$ cat src/rtl/wic_pkg.sv
// Shared definitions for the WIC wakeup controller.
// FSM encoding, counter width and default sizing.
package wic_pkg;

  localparam int NUM_INT_DEF    = 32;
  localparam int STABLE_CYC_DEF = 16;
  localparam int CNT_W          = 8;

  typedef enum logic [2:0] {
    ST_IDLE,
    ST_SLEEP,
    ST_WAKE_REQ,
    ST_STABLE,
    ST_RESUME
  } wic_state_e;

endpackage

$ cat src/rtl/wic_prio_enc.sv
// Lowest-index priority encoder over the wake vector.
// Purely combinational: index of lowest set bit plus any-set flag.
module wic_prio_enc #(
  parameter int N = 32,
  parameter int W = $clog2(N)
) (
  input  logic [N-1:0] vec,
  output logic [W-1:0] idx,
  output logic         vld
);

  always_comb begin
    idx = '0;
    for (int i = N - 1; i >= 0; i--) begin
      if (vec[i]) idx = W'(i);
    end
  end

  assign vld = |vec;

endmodule

$ cat src/rtl/wic_wakeup_ctrl.sv
// WIC wakeup controller: sleep handshake, PMU clock restore,
// settle timing and wakeup-source reporting.
module wic_wakeup_ctrl
  import wic_pkg::*;
#(
  parameter int NUM_INT    = NUM_INT_DEF,
  parameter int STABLE_CYC = STABLE_CYC_DEF,
  localparam int IW        = $clog2(NUM_INT)
) (
  input  logic               wic_clk,
  input  logic               pad_cpu_rst,
  input  logic [NUM_INT-1:0] int_pending,
  input  logic [NUM_INT-1:0] wic_awake_en,
  input  logic               cpu_sleep_req,
  input  logic               pmu_clk_stable,
  output logic               cpu_clk_en,
  output logic               wic_sleep_ack,
  output logic               pmu_wakeup_req,
  output logic               wic_int_vld,
  output logic [IW-1:0]      wic_int_id,
  output logic [NUM_INT-1:0] pending_clr
);

  localparam logic [CNT_W-1:0] CNT_LD = CNT_W'(STABLE_CYC - 1);

  wic_state_e         state;
  logic               req_ff;
  logic [CNT_W-1:0]   cnt;
  logic [NUM_INT-1:0] wake_vec;
  logic [IW-1:0]      win_id;
  logic               wake_any;

  assign wake_vec = int_pending & wic_awake_en;

  wic_prio_enc #(
    .N (NUM_INT),
    .W (IW)
  ) u_prio_enc (
    .vec (wake_vec),
    .idx (win_id),
    .vld (wake_any)
  );

  always_ff @(posedge wic_clk or posedge pad_cpu_rst) begin
    if (pad_cpu_rst) begin
      state      <= ST_IDLE;
      req_ff     <= 1'b0;
      cnt        <= '0;
      wic_int_id <= '0;
    end else begin
      req_ff <= cpu_sleep_req;
      unique case (state)
        ST_IDLE: begin
          if (cpu_sleep_req && !req_ff && !wake_any)
            state <= ST_SLEEP;
        end
        ST_SLEEP: begin
          if (wake_any) begin
            state      <= ST_WAKE_REQ;
            wic_int_id <= win_id;
          end else if (!cpu_sleep_req) begin
            state <= ST_IDLE;
          end
        end
        ST_WAKE_REQ: begin
          if (pmu_clk_stable) begin
            state <= ST_STABLE;
            cnt   <= CNT_LD;
          end
        end
        ST_STABLE: begin
          // Losing the clock restarts the whole settle window.
          if (!pmu_clk_stable)
            state <= ST_WAKE_REQ;
          else if (cnt == '0)
            state <= ST_RESUME;
          else
            cnt <= cnt - 1'b1;
        end
        ST_RESUME: begin
          state <= ST_IDLE;
        end
        default: begin
          state <= ST_IDLE;
        end
      endcase
    end
  end

  assign cpu_clk_en     = (state == ST_IDLE) ||
                          (state == ST_RESUME);
  assign wic_sleep_ack  = (state == ST_SLEEP) ||
                          (state == ST_WAKE_REQ);
  assign pmu_wakeup_req = (state == ST_WAKE_REQ);
  assign wic_int_vld    = (state == ST_RESUME);
  assign pending_clr    = wic_int_vld ?
                          (NUM_INT'(1) << wic_int_id) : '0;

endmodule

$ cat config.mk
export PLATFORM = sky130hd
export DESIGN_NAME = wic_wakeup_ctrl
export DESIGN_NICKNAME = d
export VERILOG_FILES = /design/src/rtl/wic_pkg.sv /design/src/rtl/wic_prio_enc.sv /design/src/rtl/wic_wakeup_ctrl.sv
export SDC_FILE = /design/constraint.sdc
export NUM_CORES = 1
export LEC_CHECK = 0
export BUFFER_PORTS_ARGS = -buffer_cell sky130_fd_sc_hd__buf_2
export CAP_MARGIN = 20
export CORE_AREA = 4 4 60 76
export DETAILED_ROUTE_END_ITERATION = 10
export DIE_AREA = 0 0 64 80
export PLACE_DENSITY = 0.9
export SLEW_MARGIN = 40
export SYNTH_ARGS = -nofsm -noshare
export SYNTH_HDL_FRONTEND = slang
export SYNTH_HIERARCHICAL = 1
export SYNTH_SLANG_ARGS = --single-unit
$ cat constraint.sdc
create_clock -name wic_clk -period 3.44 [get_ports wic_clk]
set_input_delay 0.688 -clock wic_clk [delete_from_list [all_inputs] [get_ports wic_clk]]
set_output_delay 0.688 -clock wic_clk [all_outputs]
set_load 0.05 [all_outputs]
==> metrics.md <==
| Metric | Value |
|---|---|
| Place WS | `around 0.96 ns` |
| Pin count of the biggest net entering global routing | `18` |
| Peak ir drop on the vdd network | `106 µV` |
| Ranking of synthesized cells by area | `sky130_fd_sc_hd__dfrtp_1 24%, sky130_fd_sc_hd__and2_1 12%, sky130_fd_sc_hd__nor2_1 10%` |
| Hold/Removal Path Class | `in -> async` |
| Type of element launching the critical path | `flip-flop` |
| Clock Power Share | `a little over a quarter` |
| CTS tree | `done` |
| Worst hold slack | `slightly above 0.5 ns` |
| Final GP Congestion | `between 0.8 and 0.9` |
| Via total after detailed routing | `around 2.1k` |
| Initial core utilization | `approximately 46%` |
| Core ar. | `between 3000 and 4000 µm²` |
| Via count of the first global-routing pass | `approximately 2.0k` |
| Number of remaining DRC errors | `0` |
| Number of buffers added for setup after CTS | `0` |
| Share of Yosys cell area claimed by the top area cell type | `between 20% and 30%` |
| Cell at the root of the clock tree | `sky130_fd_sc_hd__clkbuf_8` |
| Average instance area after synthesis | `7.26 µm²` |
| Router iterations before antenna repair | `5` |
| Grt ovf | `0` |
| Status | `complete, no violations` |
| Worst Skew | `between 0.006 and 0.007 ns` |
| Time the final worst path needs with I/O delays and setup | `roughly 2.6 ns` |
| Power density over the cells | `~230 nW/µm²` |
| Chip Height | `around 80 µm` |
| Antenna cells | `0` |
| Leading cell types by count after synthesis | `47 x sky130_fd_sc_hd__nor2_1, 35 x sky130_fd_sc_hd__and2_1, 17 x sky130_fd_sc_hd__dfrtp_1, 17 x sky130_fd_sc_hd__nor3_1, 16 x sky130_fd_sc_hd__nand2_1` |
| Overall die area | `between 5000 and 6000 µm²` |
| Net switching power figure | `around 170 µW` |
| Library cell with the highest instance count after synthesis | `sky130_fd_sc_hd__nor2_1` |
| I/O pins | `between 100 and 150` |
| Dominant cell type by area after synthesis | `sky130_fd_sc_hd__dfrtp_1` |
| Synthesized netlist cell count | `about 240` |
| Quantity of gates resized following cts | `0` |
| Fillcell total | `between 300 and 400` |
| Combinational group share of total power | `between 30 and 40%` |
| Sequential fraction of design power | `41.6%` |
| Number of buffers created by CTS | `3` |
| Final-stage net count | `between 400 and 500` |
| Clock-pin slew of the registers on the worst-case setup and hold paths | `~0.070 ns` |
| Per-cell routed wire length | `between 10 and 15 µm` |
| Crit Path Max Fanout | `12` |
| Internal power of the cells | `roughly 370 µW` |
| Routed Wire Length | `~5200 µm` |
| Number of antenna violations at the first check in global routing | `0` |
| Register bit count reported by yosys | `17` |
| Area growth from synthesis to layout | `35.1%` |
| Data required time at the worst endpoint | `2.75 ns` |
| Lkg Pwr | `1.19 nW` |
| Footprint of the multi-input gates | `1250 µm²` |
| Half-perimeter wire length after detailed placement | `~4300 µm` |
| Final hold violation count | `0` |
| Area used by sequential logic in the layout | `425 µm²` |
| Sum Neg Setup Slack | `0 ns` |
| Source-to-sink clock delay at the later pin of the worst-skew pair | `0.25 ns` |
| Die X | `64 µm` |
| Standard-cell row count | `25` |
| Post-Syn Area | `approximately 1800 µm²` |
| Commonest register cell after synthesis | `sky130_fd_sc_hd__dfrtp_1` |
| Distinct cells, synth | `between 40 and 50` |
| Slew at the pin closest to its max-slew limit | `0.624 ns` |
| Switch share | `a little under a third` |
| Proportion of register bits with asynchronous set or reset after synthesis | `100%` |
| Fraction of final layout cells sized beyond drive strength 1 | `a little under two fifths` |
| Total routing usage reported by global routing | `around 20%` |
| Setup crit end kind | `primary output` |
| CP arrival | `roughly 1.9 ns` |
| Buffers from clock root to sink, at most | `2` |
| Crit Path Class | `reg -> out` |
| Sink count of the clock tree | `17` |
| Setup repair after global routing missed its margin | `no` |
| Antenna-violating nets left | `0` |
| Routed via count divided by cell count | `about 5.3` |
| Port bufs | `roughly 110` |
| Post-synthesis sequential area ratio | `24.2%` |
| Count of placed standard cells in the final layout, fillers left out | `402` |
| First-pass GRT wire length | `8680 µm` |
| Final Setup Violations | `0` |
| H-Tree Level Count | `1` |
| Post-synth EDFFs | `0` |
| Headroom to the max-slew limit | `about 58%` |
| Count of max-cap constraint violations | `0` |
| Final worst-path setup slack | `roughly 0.81 ns` |
| Yosys Warn Count | `6` |
| Period utilisation layout | `roughly 76%` |
| Hold buffers post-CTS | `0` |
| Highest clock rate | `0.380 GHz` |
| Final number of max-transition violations | `0` |
| Detailed router's first-iteration violation count | `between 90 and 100` |
| Post-Synthesis Net Count | `~310` |
| Post-Place Cells | `about 400` |
[cell usage in the layout, fill, tap and decap left out, drive strengths merged, types with 3 or more instances in the layout]
cell type / instances
a21oi: 11
and2: 36
buf: 108
clkbuf: 4
dfrtp: 17
inv: 13
mux2: 5
nand2: 16
nand2b: 7
nand3: 4
nand3b: 5
nor2: 49
nor3: 21
nor3b: 3
nor4: 7
o21ai: 6
o31ai: 4
or4: 4
[worst paths after layout]
check                                      end          start  slack (ns)  depth (start not counted)
worst min-delay path                    cnt[7]    pad_cpu_rst        0.50                          2
worst max-delay path            pending_clr[3]       state[0]        0.81                          5
worst min register to register          cnt[0]         cnt[0]        0.57                          1
worst max register to register          cnt[2]         cnt[0]        1.69                          6
max in group asynchronous               req_ff    pad_cpu_rst        2.53                          2
min in group wic_clk                    req_ff  cpu_sleep_req        0.57                          1
[cell type report]
cell class,count,share of cell area (%)
inverter,13,2.05
tap,54,2.85
timing repair buffer,108,22.8
clock buffer,4,1.90
multi-input combinational,206,52.5
sequential,17,17.9
[per-stage QoR]
stage	util, %	power [mW]	instance area (µm²)
5_1_grt	62.7	0.577	2370
2_1_floorplan	-	0.341	1760
6_report	62.7	0.546	2370
4_1_cts	62.7	0.545	2370
3_5_place_dp	61.6	0.400	2330
3_3_place_gp	61.6	0.395	2330
[registers in the layout, indices dropped and copies added, names as in the netlist]
signal and flops:
cnt 8, wic_int_id 5, state 3, req_ff 1
[routing by layer]
metal	track usage (%)	up-vias	share of wire, %
met3	2.68	11	6.7
met5	0	-	0
li1	-	1066	-
met1	24.1	970	39
met4	5.83	0	1.6
met2	38.5	85	53
[power by group through the flow]
stage	logic, mW	clock network, mW	registers, mW
6_report	0.170	0.149	0.227
5_1_grt	0.192	0.156	0.229
4_1_cts	0.170	0.148	0.227
3_5_place_dp	0.169	0	0.231
3_3_place_gp	0.165	0	0.230
2_1_floorplan	0.111	0	0.230
[cells by family (layout without fill, tap and decap cells)]
logic type,Yosys count,in the layout,share of synthesized area [%]
compound gates,37,37,14.1
xor+xnor,1,1,0.498
mux,7,7,4.34
flops,17,17,24.2
simple gates,159,159,50.6
fa+ha+maj,2,2,1.42
buf+inv,19,125,4.84
[worst max-delay path, stage by stage (launching register included)]
cell,delay [ns]
sky130_fd_sc_hd__dfrtp_1,0.54
sky130_fd_sc_hd__nor3b_2,0.30
sky130_fd_sc_hd__and2b_1,0.22
sky130_fd_sc_hd__nand3_1,0.16
sky130_fd_sc_hd__nor3_1,0.17
sky130_fd_sc_hd__buf_2,0.30
Power figures use the tool's default switching activity.
